==> src/rtl/memlog_pkg.sv <==
// rtl/memlog_pkg.sv - shared FSM encoding and word/byte geometry for the MEMLog readout path
// Contents:
//   state_t and IDLE..DONE  - log_dumper sequencer state encoding
//   bytes_per_word()        - bytes in one packed 2*BRAM_DATA_WIDTH word
//   byte_idx_width()        - width of a byte index within that word
//   BYTES_PER_WORD / BYTE_IDX_W evaluated for the default sample width
package memlog_pkg;

  typedef logic [2:0] state_t;

  localparam state_t IDLE = 3'd0;
  localparam state_t ARM  = 3'd1;
  localparam state_t WAIT = 3'd2;
  localparam state_t LOAD = 3'd3;
  localparam state_t SEND = 3'd4;
  localparam state_t DONE = 3'd5;

  localparam int BRAM_DATA_WIDTH_DEF = 16;

  function automatic int bytes_per_word(input int data_width);
    return (2 * data_width) / 8;
  endfunction

  // A one-byte word still needs a 1-bit index so the serializer can be built.
  function automatic int byte_idx_width(input int bpw);
    return (bpw > 1) ? $clog2(bpw) : 1;
  endfunction

  localparam int BYTES_PER_WORD = bytes_per_word(BRAM_DATA_WIDTH_DEF);
  localparam int BYTE_IDX_W     = byte_idx_width(BYTES_PER_WORD);

endpackage

==> src/rtl/log_dumper_if.sv <==
// rtl/log_dumper_if.sv - control, MEMLog read and byte-stream bundle of log_dumper
// Signals:
//   i_dump_start, i_dump_abort, i_mem_full          - control into the dumper
//   o_read_log, o_addr_log_to_mem, i_data_log_from_mem - MEMLog read port
//   o_byte, o_byte_valid, i_byte_ready              - byte stream toward the host link
//   o_busy, o_done, o_err_not_full                  - status
// Modports: master = log_dumper side, slave = environment side.
interface log_dumper_if #(
  parameter int BRAM_ADDR_WIDTH = 15,
  parameter int BRAM_DATA_WIDTH = 16
);

  logic                         i_dump_start;
  logic                         i_dump_abort;
  logic                         i_mem_full;
  logic                         o_read_log;
  logic [BRAM_ADDR_WIDTH-1:0]   o_addr_log_to_mem;
  logic [2*BRAM_DATA_WIDTH-1:0] i_data_log_from_mem;
  logic [7:0]                   o_byte;
  logic                         o_byte_valid;
  logic                         i_byte_ready;
  logic                         o_busy;
  logic                         o_done;
  logic                         o_err_not_full;

  modport master (
    input  i_dump_start, i_dump_abort, i_mem_full, i_data_log_from_mem, i_byte_ready,
    output o_read_log, o_addr_log_to_mem, o_byte, o_byte_valid, o_busy, o_done, o_err_not_full
  );

  modport slave (
    output i_dump_start, i_dump_abort, i_mem_full, i_data_log_from_mem, i_byte_ready,
    input  o_read_log, o_addr_log_to_mem, o_byte, o_byte_valid, o_busy, o_done, o_err_not_full
  );

endinterface

==> src/rtl/log_dumper_ser.sv <==
// rtl/log_dumper_ser.sv - word_to_byte_ser: shifts one captured word out as little-endian bytes
// Ports:
//   clk, rst_n      - clock, asynchronous active-low reset
//   clear           - drop the word in flight (abort)
//   load, word      - capture a new word, byte index restarts at 0
//   tdata/tvalid    - current byte (registered) and its valid
//   tready          - sink accepts the byte on tvalid && tready
//   tlast           - current byte is the last one of the word
module word_to_byte_ser
  import memlog_pkg::*;
#(
  parameter int WORD_W = 2 * BRAM_DATA_WIDTH_DEF,
  parameter int BPW    = BYTES_PER_WORD,
  parameter int IDX_W  = BYTE_IDX_W
) (
  input  logic              clk,
  input  logic              rst_n,
  input  logic              clear,
  input  logic              load,
  input  logic [WORD_W-1:0] word,
  output logic [7:0]        tdata,
  output logic              tvalid,
  input  logic              tready,
  output logic              tlast
);

  localparam logic [IDX_W-1:0] LAST_IDX = IDX_W'(BPW - 1);

  logic [WORD_W-1:0] shreg;
  logic [IDX_W-1:0]  idx;
  logic              valid_q;

  // The word is shifted right after each accepted byte, so the low byte of the
  // register is always the byte on offer and tdata comes straight from a flop.
  always_ff @(posedge clk or negedge rst_n) begin
    if (!rst_n) begin
      shreg   <= '0;
      idx     <= '0;
      valid_q <= 1'b0;
    end else if (clear) begin
      idx     <= '0;
      valid_q <= 1'b0;
    end else if (load) begin
      shreg   <= word;
      idx     <= '0;
      valid_q <= 1'b1;
    end else if (valid_q && tready) begin
      shreg <= shreg >> 8;
      idx   <= idx + 1'b1;
      if (idx == LAST_IDX) valid_q <= 1'b0;
    end
  end

  assign tdata  = shreg[7:0];
  assign tvalid = valid_q;
  assign tlast  = (idx == LAST_IDX);

endmodule

==> src/rtl/log_dumper.sv <==
// rtl/log_dumper.sv - MEMLog readout sequencer: sweeps every log address and streams it as bytes
// Ports:
//   clk   - system clock, rising edge
//   i_rst - asynchronous active-low reset
//   bus   - log_dumper_if.master: start/abort/full control, MEMLog read request,
//           address and data, byte stream, busy/done/not-full status
module log_dumper
  import memlog_pkg::*;
#(
  parameter int BRAM_ADDR_WIDTH = 15,
  parameter int BRAM_DATA_WIDTH = BRAM_DATA_WIDTH_DEF
) (
  input logic          clk,
  input logic          i_rst,
  log_dumper_if.master bus
);

  localparam int WORD_W = 2 * BRAM_DATA_WIDTH;
  localparam int BPW    = bytes_per_word(BRAM_DATA_WIDTH);
  localparam int IDX_W  = byte_idx_width(BPW);
  localparam logic [BRAM_ADDR_WIDTH-1:0] LAST_ADDR = '1;

  state_t                     state_q, state_d;
  logic [BRAM_ADDR_WIDTH-1:0] addr_q, addr_d;
  logic                       read_log_q, read_log_d;
  logic                       busy_q, busy_d;
  logic                       done_q, done_d;
  logic                       err_q, err_d;
  logic                       ser_load, ser_clear, ser_valid, ser_last, xfer;
  logic [7:0]                 ser_byte;

  assign xfer = ser_valid && bus.i_byte_ready;

  always_ff @(posedge clk or negedge i_rst) begin
    if (!i_rst) state_q <= IDLE;
    else        state_q <= state_d;
  end

  always_comb begin
    state_d = state_q;
    if (state_q != IDLE && bus.i_dump_abort) begin
      state_d = IDLE;
    end else begin
      case (state_q)
        IDLE:    if (bus.i_dump_start && bus.i_mem_full) state_d = ARM;
        ARM:     state_d = WAIT;
        WAIT:    state_d = LOAD;
        LOAD:    state_d = SEND;
        SEND:    if (xfer && ser_last) state_d = (addr_q == LAST_ADDR) ? DONE : WAIT;
        DONE:    state_d = IDLE;
        default: state_d = IDLE;
      endcase
    end
  end

  // Outputs are decoded from the next state and registered, so each flag is
  // valid during the cycle its state occupies without a combinational path.
  always_comb begin
    read_log_d = (state_d == ARM);
    busy_d     = (state_d != IDLE);
    done_d     = (state_d == DONE);
    err_d      = (state_q == IDLE) && bus.i_dump_start && !bus.i_mem_full;
    addr_d     = addr_q;
    if (state_d == ARM || state_d == IDLE || state_d == DONE) begin
      addr_d = '0;
    end else if (state_q == SEND && state_d == WAIT) begin
      addr_d = addr_q + 1'b1;
    end
    ser_load  = (state_q == LOAD) && (state_d == SEND);
    ser_clear = (state_q != IDLE) && (state_d == IDLE);
  end

  always_ff @(posedge clk or negedge i_rst) begin
    if (!i_rst) begin
      addr_q     <= '0;
      read_log_q <= 1'b0;
      busy_q     <= 1'b0;
      done_q     <= 1'b0;
      err_q      <= 1'b0;
    end else begin
      addr_q     <= addr_d;
      read_log_q <= read_log_d;
      busy_q     <= busy_d;
      done_q     <= done_d;
      err_q      <= err_d;
    end
  end

  word_to_byte_ser #(
    .WORD_W(WORD_W),
    .BPW   (BPW),
    .IDX_W (IDX_W)
  ) u_ser (
    .clk   (clk),
    .rst_n (i_rst),
    .clear (ser_clear),
    .load  (ser_load),
    .word  (bus.i_data_log_from_mem),
    .tdata (ser_byte),
    .tvalid(ser_valid),
    .tready(bus.i_byte_ready),
    .tlast (ser_last)
  );

  assign bus.o_read_log        = read_log_q;
  assign bus.o_addr_log_to_mem = addr_q;
  assign bus.o_byte            = ser_byte;
  assign bus.o_byte_valid      = ser_valid;
  assign bus.o_busy            = busy_q;
  assign bus.o_done            = done_q;
  assign bus.o_err_not_full    = err_q;

endmodule

==> src/flat_wrapper.sv <==
// flat-port wrapper written by rule: the top's interface ports become plain ports
module log_dumper_flat import memlog_pkg::*;
#(
  parameter int BRAM_ADDR_WIDTH = 15,
  parameter int BRAM_DATA_WIDTH = BRAM_DATA_WIDTH_DEF
)
  (clk, i_rst, bus_i_dump_start, bus_i_dump_abort, bus_i_mem_full, bus_i_data_log_from_mem, bus_i_byte_ready, bus_o_read_log, bus_o_addr_log_to_mem, bus_o_byte, bus_o_byte_valid, bus_o_busy, bus_o_done, bus_o_err_not_full);
  log_dumper_if #(.BRAM_ADDR_WIDTH(BRAM_ADDR_WIDTH), .BRAM_DATA_WIDTH(BRAM_DATA_WIDTH)) bus_i ();
  input logic clk;
  input logic i_rst;
  input wire logic [$bits(bus_i.i_dump_start)-1:0] bus_i_dump_start;
  input wire logic [$bits(bus_i.i_dump_abort)-1:0] bus_i_dump_abort;
  input wire logic [$bits(bus_i.i_mem_full)-1:0] bus_i_mem_full;
  input wire logic [$bits(bus_i.i_data_log_from_mem)-1:0] bus_i_data_log_from_mem;
  input wire logic [$bits(bus_i.i_byte_ready)-1:0] bus_i_byte_ready;
  output wire logic [$bits(bus_i.o_read_log)-1:0] bus_o_read_log;
  output wire logic [$bits(bus_i.o_addr_log_to_mem)-1:0] bus_o_addr_log_to_mem;
  output wire logic [$bits(bus_i.o_byte)-1:0] bus_o_byte;
  output wire logic [$bits(bus_i.o_byte_valid)-1:0] bus_o_byte_valid;
  output wire logic [$bits(bus_i.o_busy)-1:0] bus_o_busy;
  output wire logic [$bits(bus_i.o_done)-1:0] bus_o_done;
  output wire logic [$bits(bus_i.o_err_not_full)-1:0] bus_o_err_not_full;
  assign bus_i.i_dump_start = bus_i_dump_start;
  assign bus_i.i_dump_abort = bus_i_dump_abort;
  assign bus_i.i_mem_full = bus_i_mem_full;
  assign bus_i.i_data_log_from_mem = bus_i_data_log_from_mem;
  assign bus_i.i_byte_ready = bus_i_byte_ready;
  assign bus_o_read_log = bus_i.o_read_log;
  assign bus_o_addr_log_to_mem = bus_i.o_addr_log_to_mem;
  assign bus_o_byte = bus_i.o_byte;
  assign bus_o_byte_valid = bus_i.o_byte_valid;
  assign bus_o_busy = bus_i.o_busy;
  assign bus_o_done = bus_i.o_done;
  assign bus_o_err_not_full = bus_i.o_err_not_full;
  log_dumper #(.BRAM_ADDR_WIDTH(BRAM_ADDR_WIDTH), .BRAM_DATA_WIDTH(BRAM_DATA_WIDTH)) u_core (.clk(clk), .i_rst(i_rst), .bus(bus_i));
endmodule
==> config.mk <==
export PLATFORM = sky130hd
export DESIGN_NAME = log_dumper_flat
export DESIGN_NICKNAME = d
export VERILOG_FILES = /design/src/rtl/memlog_pkg.sv /design/src/rtl/log_dumper_if.sv /design/src/rtl/log_dumper_ser.sv /design/src/rtl/log_dumper.sv /design/src/flat_wrapper.sv
export SDC_FILE = /design/constraint.sdc
export NUM_CORES = 1
export LEC_CHECK = 0
export ABC_AREA = 1
export CELL_PAD_IN_SITES_DETAIL_PLACEMENT = 0
export CELL_PAD_IN_SITES_GLOBAL_PLACEMENT = 2
export CORE_ASPECT_RATIO = 1.75
export CORE_MARGIN = 2
export CORE_UTILIZATION = 31
export CTS_CLUSTER_DIAMETER = 150
export CTS_CLUSTER_SIZE = 20
export DETAILED_ROUTE_END_ITERATION = 6
export PLACE_DENSITY = 0.86
export SLEW_MARGIN = 20
export SYNTH_ARGS = -nofsm -noshare
export SYNTH_HDL_FRONTEND = slang
export SYNTH_SLANG_ARGS = --single-unit
==> constraint.sdc <==
create_clock -name clk -period 2.4 [get_ports clk]
set_input_delay 0.24 -clock clk [delete_from_list [all_inputs] [get_ports clk]]
set_output_delay 0.24 -clock clk [all_outputs]
set_load 0.005 [all_outputs]
==> flow_metrics.tcl <==
set metrics [dict create \
    outcome "finished, final reports clean" \
    ant_nets 0 \
    nets 449 \
    tightest_slew_ns 0.798 \
    num_vias 2417 \
    gp_congestion 0.831 \
    ioPinCount 66 \
    clkLatencyLatePin_ns 0.32 \
    dp_hpwl_mm 5.25 \
    maxCapViolCount 0 \
    synth_top_area_share_pct 50.7 \
    wire_per_inst_um 13.1 \
    use_met1_pct 15.8 \
    synth.avg_cell_area_sq_um 8.11 \
    gr-usage-met2_pct 28.9 \
    core_sq_um 8920 \
    cp_num_buf_inv 3 \
    viasPerCell 4.53 \
    ctsRootBufferMaster "clkbuf_16" \
    min_period_ns 2.01 \
    startpoint_type "flip-flop" \
    crit_type "reg2reg" \
    max_freq_ghz 0.497 \
    slew_headroom_pct 46.8 \
    min_path_type "in2async" \
    leakage_nw 1.70 \
    grtUsageTotal_pct 15.4 \
    synth-edff-count 0 \
    cp-end-kind "flip-flop" \
    synth_cell_types 31 \
    grt_setup_unrepaired "no" \
    yosys.cell_count.top_type "nand2_1" \
    drive_above_1_share_pct 8.94 \
    die-area_sq_um 9890 \
    io_buffers 65 \
    synth_nets 387 \
    finalSetupTns_ns 0 \
    overflow 0 \
    rows 46 \
    hold_buffers 0 \
    synthTopCellsByArea "dfrtp_1 (51%), nand2_1 (13%), nor2_1 (8.3%)" \
    dr.pass1.iters 4 \
    fp.dieH_um 130 \
    crit_path_max_fanout 10 \
    ys.flop_type "dfrtp_1" \
    ys_seq_elements 57 \
    grt_pass1_wl_mm 11.9 \
    syn_to_final_growth_pct 36.7 \
    netlist_area_sq_um 2820 \
    hold_viol 0 \
    cts_tree "built" \
    ir_worst_vdd_mv 0.592 \
    gr-usage-met3_pct 3.94 \
    synth_top_cell_by_area "dfrtp_1" \
    worstPathCellList "ha_1 > inv_1 > nor2_1 > nand2_1 > inv_2 > nand2_1 > nand2_1 > nand2_1 > nand2_1 > nand4_1 > nand2_2 > inv_2 > nor2_1" \
    synthesis.instances 347 \
    crit_top_cell "nand2_1" \
    synthTopCellsByCount "nand2_1 (94), nor2_1 (62), dfrtp_1 (57), inv_1 (27), a31oi_1 (24)" \
    path_delay_family "simple AND/OR/NAND/NOR gates" \
    clock_path_buffers 2 \
    grt_max_degree 51 \
    num_antenna_cells 0 \
    cts_setup_buffers 0 \
    antenna_found_initial 0 \
    arrival_ns 2.26 \
    grt_busiest_layer "met2" \
    grt_pass1_vias 2551 \
    htree_levels 3 \
    route.detailed.drc 0 \
    powerDensity_nw_per_um2 1090 \
    drv_slew 0 \
    fillers 899 \
    cts_buffers 9 \
    finalSetupViolCount 0 \
    ys_seq_area_share_pct 50.7 \
    cts.sinks 57 \
    p_total_w 0.00417 \
    cp_data_required_time_ns 2.65 \
    drt_iter0_drc 91 \
    path_clk_slew_ns 0.05 \
    skew_ns 0.00574 \
    routed_wirelength_mm 7.00 \
    start_util_pct 31.6 \
    finalCritPeriodShare_pct 83.9 \
    cpMaxStageDelayCell "dfrtp_1" \
    dieWidth_um 76.0 \
    critPathMaxStageDelay_ns 0.41 \
    cts-resized-gates 0 \
    synthArstFlopShare_pct 100 \
    ys_warn_count 0 \
]
==> routing by layer <==
layer	vias up	share of wire [%]
met5	-	0
met4	0	2.3
met3	12	3.8
met2	55	55
met1	1118	39
li1	1232	-
==> worst register-to-register path, cell delays in order, from the launching register on <==
cell and delay [ns]:
dfrtp_1 0.41, ha_1 0.23, inv_1 0.05, nor2_1 0.16
nand2_1 0.11, inv_2 0.10, nand2_1 0.08, nand2_1 0.08
nand2_1 0.05, nand2_1 0.10, nand4_1 0.10, nand2_2 0.22
inv_2 0.14, nor2_1 0.11
==> report_power, final <==
group | switching [W] | internal, W
sequential | 0.000195 | 0.00129
clock | 0.000422 | 0.000959
combinational | 0.000718 | 0.000587
total | 0.00133 | 0.00284
==> logic make-up (layout without fill, tap and decap cells) <==
kind of cell | Yosys count | count (layout) | synth area share [%]
and+or+nand+nor | 185 | 185 | 27.3
DFF | 57 | 57 | 50.7
buffers and inverters | 52 | 119 | 9.16
AOI/OAI and AO/OA | 50 | 50 | 11.6
adders and majority gates | 2 | 2 | 0.889
xor gates and xnor gates | 1 | 1 | 0.311
==> state kept, by name, summed over array words and instances, names as in the netlist <==
name,count
u_core.bus.o_busy,1
u_core.u_ser.shreg,32
u_core.state_q,3
u_core.bus.o_done,1
u_core.bus.o_addr_log_to_mem,15
u_core.u_ser.tvalid,1
u_core.bus.o_err_not_full,1
u_core.u_ser.idx,2
u_core.bus.o_read_log,1
==> worst paths after layout <==
path | startpoint | depth (start not counted) | slack, ns | end
setup / recovery | u_core.bus.o_addr_log_to_mem[0] | 13 | 0.39 | u_core.bus.o_addr_log_to_mem[4]
hold / removal | i_rst | 1 | 0.01 | u_core.bus.o_addr_log_to_mem[11]
setup reg to reg | u_core.bus.o_addr_log_to_mem[0] | 13 | 0.39 | u_core.bus.o_addr_log_to_mem[4]
hold reg to reg | u_core.u_ser.shreg[29] | 1 | 0.50 | u_core.u_ser.shreg[29]
max in group asynchronous | i_rst | 2 | 1.69 | u_core.u_ser.shreg[10]
min in group clk | bus_i_dump_start | 3 | 0.48 | u_core.bus.o_err_not_full
==> cells in the final DEF (no fill, tap or decap), drive strengths merged <==
cell / count
a21oi: 10
a22o: 8
a31oi: 24
buf: 6
bufinv: 2
clkbuf: 11
clkdlybuf4s50: 64
clkinv: 2
clkinvlp: 1
dfrtp: 57
ha: 2
inv: 33
nand2: 96
nand3: 17
nand4: 2
nor2: 64
nor3: 3
o21ai: 7
o21bai: 1
or2: 3
xor2: 1
==> stage by stage <==
step / cell area [sq um] / hold slack, ns / utilization [%] / std cells / setup slack (ns)
after global placement: 3520 / 0.388 / 39.4 / 518 / 0.292
after detailed placement: 3520 / 0.383 / 39.4 / 518 / 0.330
after floorplan: 2820 / -0.0556 / - / 347 / 0.717
after global routing: 3850 / 0.0611 / 43.1 / 534 / 0.125
after CTS: 3850 / 0.0355 / 43.1 / 534 / 0.318
final: 3850 / 0.0116 / 43.1 / 534 / 0.387
==> final cells by class <==
| type | instances | area [sq um] | share of cell area, % |
|---|---|---|---|
| clock inverters | 5 | 77.6 | 2.02 |
| well taps | 120 | 150 | 3.90 |
| clock buffers | 11 | 253 | 6.57 |
| multi-input cells | 238 | 1130 | 29.4 |
| repair buffers | 70 | 683 | 17.8 |
| inverters | 33 | 126 | 3.28 |
| flip-flops and latches | 57 | 1430 | 37.1 |
(Power assumes the default switching activity.)
